File: src/rtl/spdif_pkg.sv
// rtl/spdif_pkg.sv - shared rate encodings, FSM states and default timing for the S/PDIF TX clock switch
package spdif_pkg;

  localparam logic RATE_44K1 = 1'b0;
  localparam logic RATE_48K  = 1'b1;

  localparam int DEF_SETTLE_CYCLES = 256;
  localparam int DEF_DRAIN_TIMEOUT = 4096;

  typedef enum logic [1:0] {
    ST_IDLE   = 2'd0,
    ST_DRAIN  = 2'd1,
    ST_SWITCH = 2'd2,
    ST_SETTLE = 2'd3
  } spdif_sw_state_e;

endpackage

File: src/rtl/spdif_sw_timer.sv
// rtl/spdif_sw_timer.sv - loadable saturating down-counter with a registered zero flag
module spdif_sw_timer #(
  parameter int                 TIMER_W = 16,
  parameter logic [TIMER_W-1:0] RST_VAL = '0
) (
  input  logic               i_clk,
  input  logic               i_rst,
  input  logic               i_load,
  input  logic [TIMER_W-1:0] i_load_val,
  input  logic               i_en,
  output logic               o_zero
);

  logic [TIMER_W-1:0] count_q;
  logic               zero_q;

  // zero_q always mirrors (count_q == 0) so the FSM sees it without a compare path
  always_ff @(posedge i_clk or posedge i_rst) begin
    if (i_rst) begin
      count_q <= RST_VAL;
      zero_q  <= (RST_VAL == '0);
    end else if (i_load) begin
      count_q <= i_load_val;
      zero_q  <= (i_load_val == '0);
    end else if (i_en && (count_q != '0)) begin
      count_q <= count_q - TIMER_W'(1);
      zero_q  <= (count_q == TIMER_W'(1));
    end
  end

  assign o_zero = zero_q;

endmodule

File: src/rtl/spdif_tx_clk_switch.sv
// rtl/spdif_tx_clk_switch.sv - glitch-safe S/PDIF TX clock-mux select sequencer (hold, drain, switch, settle).
// Optional SPDIF_CLK_SWITCH_STATS_EN adds a saturating o_switch_count.
module spdif_tx_clk_switch
  import spdif_pkg::*;
#(
  parameter int SETTLE_CYCLES = DEF_SETTLE_CYCLES,
  parameter int DRAIN_TIMEOUT = DEF_DRAIN_TIMEOUT,
  parameter int TIMER_W       = 16
) (
  input  logic        i_sys_clk,
  input  logic        i_sys_rst,
  input  logic        i_rate_req,
  input  logic        i_rate_req_valid,
  output logic        o_rate_req_ready,
  input  logic        i_tx_idle,
  output logic        o_tx_hold,
  output logic        o_spdif_tx_clk_sel,
  output logic        o_tx_clk_stable,
  output logic        o_busy,
  output logic        o_timeout_err,
  input  logic        i_err_clr
`ifdef SPDIF_CLK_SWITCH_STATS_EN
  ,
  output logic [15:0] o_switch_count
`endif
);

  localparam logic [TIMER_W-1:0] SETTLE_LOAD = TIMER_W'(SETTLE_CYCLES - 1);
  localparam logic [TIMER_W-1:0] DRAIN_LOAD  = TIMER_W'(DRAIN_TIMEOUT - 1);

  spdif_sw_state_e    state_q, state_d;
  logic               req_q, req_d;
  logic               sel_q, sel_d;
  logic               hold_q, stable_q, busy_q, ready_q, err_q, err_d;
  logic               tmr_load, tmr_en, tmr_zero, err_set;
  logic [TIMER_W-1:0] tmr_load_val;

  spdif_sw_timer #(
    .TIMER_W (TIMER_W),
    .RST_VAL (SETTLE_LOAD)
  ) u_timer (
    .i_clk      (i_sys_clk),
    .i_rst      (i_sys_rst),
    .i_load     (tmr_load),
    .i_load_val (tmr_load_val),
    .i_en       (tmr_en),
    .o_zero     (tmr_zero)
  );

  always_comb begin
    state_d      = state_q;
    req_d        = req_q;
    tmr_load     = 1'b0;
    tmr_load_val = '0;
    tmr_en       = 1'b0;
    err_set      = 1'b0;
    case (state_q)
      ST_IDLE: begin
        if (i_rate_req_valid && (i_rate_req != sel_q)) begin
          req_d        = i_rate_req;
          state_d      = ST_DRAIN;
          tmr_load     = 1'b1;
          tmr_load_val = DRAIN_LOAD;
        end
      end
      ST_DRAIN: begin
        // a framer reaching idle on the last timeout cycle is a clean drain, not an error
        if (i_tx_idle) begin
          state_d = ST_SWITCH;
        end else if (tmr_zero) begin
          err_set = 1'b1;
          state_d = ST_SWITCH;
        end else begin
          tmr_en = 1'b1;
        end
      end
      ST_SWITCH: begin
        state_d      = ST_SETTLE;
        tmr_load     = 1'b1;
        tmr_load_val = SETTLE_LOAD;
      end
      default: begin
        if (tmr_zero) begin
          state_d = ST_IDLE;
        end else begin
          tmr_en = 1'b1;
        end
      end
    endcase
  end

  // outputs are registered from the next state so they line up with the state register
  assign sel_d = (state_d == ST_SWITCH) ? req_q : sel_q;
  assign err_d = err_set ? 1'b1 : (i_err_clr ? 1'b0 : err_q);

  always_ff @(posedge i_sys_clk or posedge i_sys_rst) begin
    if (i_sys_rst) begin
      state_q  <= ST_SETTLE;
      req_q    <= RATE_44K1;
      sel_q    <= RATE_44K1;
      hold_q   <= 1'b1;
      stable_q <= 1'b0;
      busy_q   <= 1'b1;
      ready_q  <= 1'b0;
      err_q    <= 1'b0;
    end else begin
      state_q  <= state_d;
      req_q    <= req_d;
      sel_q    <= sel_d;
      hold_q   <= (state_d != ST_IDLE);
      stable_q <= (state_d == ST_IDLE);
      busy_q   <= (state_d != ST_IDLE);
      ready_q  <= (state_d == ST_IDLE);
      err_q    <= err_d;
    end
  end

  assign o_rate_req_ready   = ready_q;
  assign o_tx_hold          = hold_q;
  assign o_spdif_tx_clk_sel = sel_q;
  assign o_tx_clk_stable    = stable_q;
  assign o_busy             = busy_q;
  assign o_timeout_err      = err_q;

`ifdef SPDIF_CLK_SWITCH_STATS_EN
  logic [15:0] sw_cnt_q;

  always_ff @(posedge i_sys_clk or posedge i_sys_rst) begin
    if (i_sys_rst) begin
      sw_cnt_q <= '0;
    end else if ((state_q == ST_SWITCH) && (sw_cnt_q != 16'hFFFF)) begin
      sw_cnt_q <= sw_cnt_q + 16'd1;
    end
  end

  assign o_switch_count = sw_cnt_q;
`endif

endmodule

File: config.mk
export PLATFORM = sky130hd
export DESIGN_NAME = spdif_tx_clk_switch
export DESIGN_NICKNAME = d
export VERILOG_FILES = /design/src/rtl/spdif_pkg.sv /design/src/rtl/spdif_sw_timer.sv /design/src/rtl/spdif_tx_clk_switch.sv
export SDC_FILE = /design/constraint.sdc
export NUM_CORES = 1
export LEC_CHECK = 0
export ABC_AREA = 1
export BUFFER_PORTS_ARGS = -buffer_cell sky130_fd_sc_hd__buf_2
export CAP_MARGIN = 10
export CORE_MARGIN = 1
export CORE_UTILIZATION = 35
export DETAILED_ROUTE_END_ITERATION = 7
export GPL_ROUTABILITY_DRIVEN = 0
export PLACE_DENSITY = 0.61
export SLEW_MARGIN = 30
export SYNTH_ARGS = -nofsm -noshare
export SYNTH_HDL_FRONTEND = slang
export SYNTH_SLANG_ARGS = --single-unit
File: constraint.sdc
create_clock -name i_sys_clk -period 1.7 [get_ports i_sys_clk]
set_input_delay 0.085 -clock i_sys_clk [delete_from_list [all_inputs] [get_ports i_sys_clk]]
set_output_delay 0.085 -clock i_sys_clk [all_outputs]
set_load 0.03 [all_outputs]
==> results.md, run 1 <==
Timing:
- The minimum hold slack is 0.0812 ns.
- The fmax is 613 MHz.
- For the finished layout, the period the worst path requires is 1.63 ns.
- The number of setup violations in the final report is 0.
- The number of pins with negative max-slew slack in the final report was 0.
- The slew of the pin with the lowest slew margin is 0.386 ns.
- The worst-case headroom to the max-slew limit is 74.2%.
- The number of endpoints with negative hold slack in the final report is 0.
- The ratio of final minimum period to clock period is 96.0%.
- The worst-case clock skew is 0.00472 ns.

CTS:
- The cell chosen for the clock root is sky130_fd_sc_hd__clkbuf_8.
- No sink is reached through more buffers than the 2 on the longest clock path.
- Clock tree synthesis inserted a total of 3 buffers.
- The worst-skew pair later-pin latency is 0.27 ns.
- Clock-pin slew was measured on the worst setup and hold paths at 0.09 ns.
- TritonCTS built the clock tree.
- The total clock sinks is 24.
- CTS built an H-tree with a depth of 1.

Global route:
- The number of antenna violations at the first check in global routing was 0.
- The most congested layer reported by global routing is met1.
- The number of global-route vias before repair is 1195.
- The total overflow left after global routing is 0.
- The global-route wire length before repair is 5580 microns.
- In the global route stage, met1 resource usage came out at 24.1%.
- The met3 track demand over resource is 2.57%.
- Entering global routing, the biggest net connects 25 pins.
- Across every metal layer, demand over resource in global routing totals 16.3%.
- The met2 track demand over resource is 23.5%.

Critical path:
- Data on the critical path is required at its endpoint by 1.89 ns.
- STA classifies the critical path startpoint as a register.
- Data arrives at the worst endpoint at 1.83 ns.
- The top fanout value on the critical path is 5.
- The standard cell with the maximum stage delay on the critical path is sky130_fd_sc_hd__dfstp_2.
- The kind of end point of the critical path is a register.
- The setup path with the least slack is of type register to register.
- The largest stage delay on the critical path is 0.56 ns.
- The critical path goes through inv_1, ha_2, nand3_2, nor2_4, nand2_2, nand2_4, buf_4, a21oi_1, o21ai_0.

Floorplanning:
- During I/O placement, the number of pins put on the boundary was 12.
- The die span in y is 67.1 microns.
- The floorplan has 23 rows.
- The die is 67.1 microns wide.
- The initial utilization of the core area, before any placement, comes to 36.8%.
- In this run the standard cell core region covers 4030 sq um.
- The floorplan step defined a die boundary enclosing 4500 sq um.

Finish:
- The post-layout net count is 244.
- The share of final-layout standard cells stronger than drive strength 1 is 25.1%.
- The total non-filler cell area in the finished layout is 1810 sq um.
- The number of antenna diodes in the final layout is 0.
- The number of filler cells placed in the layout is 422.
- The area growth from synthesis to layout is 21.9%.

Route:
- The detail route stage leaves a number of antenna-violating nets equal to 0.
- Dividing the detail-routed via count by the number of cells gives 4.75.
- The pre-antenna-repair detailed-routing pass consisted of 4 iterations.
- For this block, the routed nets add up to 3430 microns of wire.
- The final routed DRC violation total is 0.
- The first routing iteration left 101 violations.
- The routed via count is 1354.
- The post-detailed-route wirelength per cell is 12.0 microns.

Flow run:
- Max-cap violations in this run came to 0.

Logic synthesis:
- The cell type contributing the most total cell area after synthesis is sky130_fd_sc_hd__dfrtp_1.
- Summing every instance area after synthesis gives 1480 sq um.
- During synthesis, Yosys emitted a total of 0 warnings.
- The cell count after synthesis came out at 205.
- Dividing the synthesized area by the synthesized cell count gives 7.23 sq um.
- The number of nets in the synthesized netlist is 213.
- The prevailing post-synth register cell is sky130_fd_sc_hd__dfrtp_1.
- In the post-synthesis netlist, the biggest area contributors are sky130_fd_sc_hd__dfrtp_1 (22%), sky130_fd_sc_hd__dfstp_2 (19%), sky130_fd_sc_hd__nand2_1 (13%).
- The count of distinct cell types in the synthesized netlist is 28.
- Counting flops with an async set or reset pin after synthesis yields a share of 100%.
- The share of the Yosys chip area taken by registers is 41.4%.
- The number of flip-flops and latches in the synthesized netlist is 24.
- The share of the synthesized area in the top cell type is 21.9%.
- The number of synthesized flops with an enable pin is 0.

Placement:
- The post-detailed-placement half-perimeter wirelength is 2390 microns.
- Port buffering added 11 buffers.
- In this run the cell area measured after placement is 1640 sq um.

Power:
- The power density of the placed cells is 1510 nW/um^2.
- Across the VDD grid, the largest voltage drop is 0.459 mV.
- The design draws 2730 uW.
- The static leakage is 0.000942 uW.

Hold path:
- The classification of the worst-slack hold path is input port to register.

Run status:
- The flow ran to the end, and the final reports show no timing, DRC or antenna violations.
[cell usage after synthesis (3+ instances only)]
master	n
sky130_fd_sc_hd__nand2_1	50
sky130_fd_sc_hd__inv_1	32
sky130_fd_sc_hd__nor2_1	25
sky130_fd_sc_hd__nand3_1	20
sky130_fd_sc_hd__dfrtp_1	13
sky130_fd_sc_hd__dfstp_2	11
sky130_fd_sc_hd__o21ai_0	11
sky130_fd_sc_hd__a21oi_1	6
sky130_fd_sc_hd__nor2_2	5
sky130_fd_sc_hd__xor2_1	5
sky130_fd_sc_hd__o21ai_1	3
[state kept, by name, summed over array words and instances, names as in the netlist]
name,flops
u_timer.count_q,16
state_q,2
u_timer.o_zero,1
req_q,1
o_busy,1
o_spdif_tx_clk_sel,1
o_timeout_err,1
o_rate_req_ready,1
[through the flow]
stage	util, %	setup WS [ns]	TNS (ns)	cells
2_1_floorplan	-	0.134	0	205
3_3_place_gp	40.6	0.0717	0	271
3_5_place_dp	40.6	0.0317	0	271
4_1_cts	42.9	0.0125	0	277
5_1_grt	44.9	-0.0197	-0.0197	285
6_report	44.9	0.0678	0	285
[routing by layer]
layer  part of all wire, %  routed length [microns]
met3                   4.0                      136
met4                   1.3                       45
met5                     0                        0
met1                    49                     1680
met2                    46                     1560
[power breakdown]
group	total (uW)	internal [uW]	switching (uW)	leakage (uW)
registers	1030	840	192	0.000289
logic	1180	470	708	0.000618
clock network	516	315	201	0.0000357
total	2730	1630	1100	0.000942
[layout by cell type (no fill, tap or decap), types with 2 or more instances in the layout]
cell,count
sky130_fd_sc_hd__a21oi_1,6
sky130_fd_sc_hd__buf_2,11
sky130_fd_sc_hd__buf_4,16
sky130_fd_sc_hd__clkbuf_8,3
sky130_fd_sc_hd__dfrtp_1,13
sky130_fd_sc_hd__dfstp_2,11
sky130_fd_sc_hd__dlygate4sd3_1,2
sky130_fd_sc_hd__inv_1,32
sky130_fd_sc_hd__inv_2,2
sky130_fd_sc_hd__nand2_1,50
sky130_fd_sc_hd__nand2_2,2
sky130_fd_sc_hd__nand2_4,2
sky130_fd_sc_hd__nand3_1,20
sky130_fd_sc_hd__nand4_1,2
sky130_fd_sc_hd__nor2_1,25
sky130_fd_sc_hd__nor2_2,4
sky130_fd_sc_hd__nor2_4,2
sky130_fd_sc_hd__o21ai_0,11
sky130_fd_sc_hd__o21ai_1,3
sky130_fd_sc_hd__o21ai_2,2
sky130_fd_sc_hd__xor2_1,5
[final timing paths]
| kind | cells after the start | slack [ns] | end | from |
|---|---|---|---|---|
| max | 9 | 0.07 | u_timer.count_q[0] | u_timer.count_q[0] |
| min | 3 | 0.08 | req_q | i_rate_req |
| max reg2reg | 9 | 0.07 | u_timer.count_q[0] | u_timer.count_q[0] |
| min reg2reg | 2 | 0.49 | req_q | req_q |
| max in group asynchronous | 4 | 1.01 | u_timer.count_q[1] | i_sys_rst |
| min in group asynchronous | 4 | 0.39 | o_timeout_err | i_sys_rst |
[kinds of logic after synthesis]
group / count (synthesis) / synth area share, %
AO/OA/AOI/OAI: 26 / 9.87
AND/OR/NAND/NOR: 110 / 33.3
adder cells (fa/ha/maj): 2 / 1.69
flip-flops: 24 / 41.4
XOR/XNOR: 5 / 2.95
buffers and inverters: 38 / 10.7
[repair_timing]
action	4_1_cts	5_1_grt
resized for setup	0	3
endpoints found under the setup margin	0	11
hold buffers	2	0
setup buffers	0	7
hold endpoints to repair	14	0
[worst max-delay path, delay by kind of cell (launching register included)]
kind	cells	cell delay, ns
flops	1	0.56
fa+ha+maj	1	0.20
buf+inv	2	0.22
compound gates	2	0.23
simple gates	4	0.34
[layout make-up]
class	instances	area (sq um)	area share (%)
clock inverters	1	30.0	1.66
multi-input cells	144	737	40.8
clock buffers	3	41.3	2.28
well taps	50	62.6	3.46
repair buffers	29	195	10.8
flip-flops and latches	24	614	34.0
inverters	34	128	7.06
Power figures use the tool's default switching activity.
==> run 2, diff against run 1 <==
- CORE_ASPECT_RATIO: default -> 2
==> run 2 against run 1 <==
Compared with the run above:
- non-clock buffer count fell by 4
- combinational power grew 4%
- highest routed layer unchanged
- global-route usage rose by 2.8 points
- count of clock-buffer cells in the layout did not move
- power up 2.0%
- largest cell class unchanged
==> results.md, run 2 (synthesis results as in run 1) <==
Route:
- The residual antenna-violating net count after detailed routing is 0 (unchanged).
- The final routed DRC violation total came to 0 (unchanged).
- The vias per cell is 4.76 (+0.17%).
- The post-detailed-route wirelength per cell is 12.8 microns (+6.1%).
- The number of iterations in the first detailed-routing pass came to 4 (unchanged).
- The post-detailed-routing wire length is 3600 microns (+5.0%).
- The violation count after the first detailed-route iteration is 35 (-65%).
- The routed via count is 1342 (-0.89%).

Finish:
- Counting flops per register, the top entry is u_timer.count_q.
- The total non-filler cell area in the finished layout was 1780 sq um (-1.5%).
- The final antenna diode count was 0 (unchanged).
- The post-layout net count was 239 (-2.0%).
- The largest registers in the layout are u_timer.count_q x16, state_q x2.
- The library cells used most frequently in the layout, excluding fill and tap cells, are sky130_fd_sc_hd__nand2_1 (50), sky130_fd_sc_hd__inv_1 (31), sky130_fd_sc_hd__nor2_1 (24), sky130_fd_sc_hd__nand3_1 (20), sky130_fd_sc_hd__dfrtp_1 (13).
- The utilization after layout is 43.6% (-1.3 points).
- The area of combinational cells with multiple inputs is 732 sq um (-0.68%).
- The growth of design area from synthesis to finish is 20.2%.
- The area of all sequential standard cells is 614 sq um (unchanged).
- The share of final-layout standard cells stronger than drive strength 1 came to 24.8% (-0.32 points).
- Leaving out fill and tap cells, the most frequent cell in the layout is sky130_fd_sc_hd__nand2_1.
- The number of flip-flops under the largest register name is 16 (unchanged).
- The number of filler cells placed in the layout is 401 (-5.0%).

CTS:
- The TritonCTS buffer count was 3 (unchanged).
- The deepest clock path buffer count came to 2 (unchanged).
- The count of H-tree levels built during CTS is 1 (unchanged).
- TritonCTS built the clock tree.
- The clock transition at the register clock pins on the worst setup and hold paths after CTS is 0.09 ns (about the same).
- The worst-skew pair later-pin latency is 0.28 ns (about the same).
- The total clock sinks was 24 (unchanged).
- In this run the clock root is driven by a sky130_fd_sc_hd__clkbuf_8.

Timing:
- The worst-case headroom to the max-slew limit is 79.8% (+5.7 points).
- The number of endpoints with negative hold slack in the final report is 0 (unchanged).
- The final period demand of the worst path is 1.58 ns (-0.0516 ns).
- The number of pins with negative max-slew slack in the final report is 0 (unchanged).
- The slew of the pin with the lowest slew margin is 0.301 ns (-0.0849 ns).
- The ratio of final minimum period to clock period is 93.0% (-3.0 points).
- The worst-case clock skew is 0.00509 ns (+0.000368 ns).
- The fmax came to 633 MHz (+3.3%).
- The number of setup violations in the final report is 0 (unchanged).

Power:
- The total power consumption of the routed design is 2780 uW (+2.0%).
- The power density of the placed cells is 1560 nW/um^2 (+3.5%).
- The peak supply drop is 0.731 mV (+59%).
- The static leakage is 0.000927 uW (-1.7%).

Global route:
- The global-route usage over all layers is 19.1% (+2.8 points).
- The number of global-route vias before repair is 1334 (+12%).
- The pin count of the biggest net entering global routing was 25 (unchanged).
- The number of antenna violations at the first check in global routing came to 0 (unchanged).
- The global-route wire length before repair was 5900 microns (+5.8%).
- The total congestion overflow came to 0 (unchanged).

Floorplanning:
- The number of placed I/O pins is 12 (unchanged).
- The floorplan row count is 33 (+43%).
- The placeable core region came to 4090 sq um (+1.5%).
- The horizontal extent of the die is 48.0 microns (-28%).
- The die span in y is 94.0 microns (+40%).
- The effective utilization at floorplan is 36.3% (-0.53 points).
- The area of the die is 4520 sq um (+0.35%).

Critical path:
- The signal arrival time at the worst endpoint is 1.80 ns (-0.03 ns).
- The slack of the worst reg-to-reg path was 0.12 ns (+0.05 ns).
- The category of the most critical setup path is register to register.
- The top fanout value on the critical path is 6 (+1).
- The startpoint kind of the worst setup timing path is a register.
- The endpoint required time on the critical path is 1.91 ns (+0.02 ns).
- STA classifies the critical path endpoint as a register.

Flow run:
- The max-cap check violation count is 0 (unchanged).

Placement:
- The post-detailed-placement half-perimeter wirelength is 2820 microns (+18%).
- The instance area at placement is 1650 sq um (+1.1%).
- The port buffer count is 11 (unchanged).

Hold path:
- The worst hold path belongs to the class input port to register.

Run status:
- The run finished with clean final reports.
-- run 2: final timing paths --
kind                       cells past startpoint                from                  end
min reg2reg                                    2               req_q                req_q
max                                           10  u_timer.count_q[0]  u_timer.count_q[12]
max in group asynchronous                      4           i_sys_rst           state_q[1]
min                                            3          i_rate_req                req_q
min in group asynchronous                      4           i_sys_rst        o_timeout_err
max reg2reg                                   10  u_timer.count_q[0]  u_timer.count_q[12]
-- run 2: metal layers --
metal / track usage (%) / share of wire [%] / up-vias
met5: 0 / 0 / -
met4: 9.49 / 3.3 / 0
met3: 1.92 / 2.1 / 9
met2: 35.6 / 60 / 28
met1: 18.6 / 35 / 615
li1: - / - / 690
-- run 2: critical path, cell delays in order, from the launching register on --
cell and delay, ns:
sky130_fd_sc_hd__dfstp_2 0.57, sky130_fd_sc_hd__inv_2 0.04, sky130_fd_sc_hd__ha_2 0.19, sky130_fd_sc_hd__nand3_2 0.10, sky130_fd_sc_hd__nor2_4 0.06, sky130_fd_sc_hd__nand2_2 0.09
sky130_fd_sc_hd__nand2_4 0.07, sky130_fd_sc_hd__buf_6 0.13, sky130_fd_sc_hd__o21bai_1 0.12, sky130_fd_sc_hd__inv_1 0.05, sky130_fd_sc_hd__nor2_1 0.08
-- run 2: layout make-up --
class / count / share of cell area, %
Multi-Input combinational cell: 143 / 41.1
Sequential cell: 24 / 34.5
Timing Repair Buffer: 25 / 9.48
Inverter: 34 / 7.30
Tap cell: 52 / 3.65
Clock buffer: 3 / 2.32
Clock inverter: 1 / 1.69
-- run 2: timing repair --
action                     4_1_cts  5_1_grt
resized for setup                0        8
setup buffers                    0        1
hold endpoints to repair        14        0
setup endpoints to repair        0       13
hold buffers                     2        0
-- run 2: report_power, final --
| group | leakage [uW] | total (uW) | switching [uW] | internal [uW] |
|---|---|---|---|---|
| Sequential | 0.000289 | 1030 | 187 | 840 |
| Combinational | 0.000602 | 1230 | 747 | 488 |
| Clock | 0.0000357 | 519 | 203 | 316 |
| Total | 0.000927 | 2780 | 1140 | 1640 |
-- run 2: stage by stage --
stage	TNS, ns	hold WS (ns)	instances	setup slack, ns
2_1_floorplan	0	0.0915	205	0.134
3_3_place_gp	0	0.145	275	0.0595
3_5_place_dp	0	0.142	275	0.0254
4_1_cts	0	0.0948	281	0.00768
5_1_grt	-0.00267	0.0904	282	-0.00267
6_report	0	0.0847	282	0.119
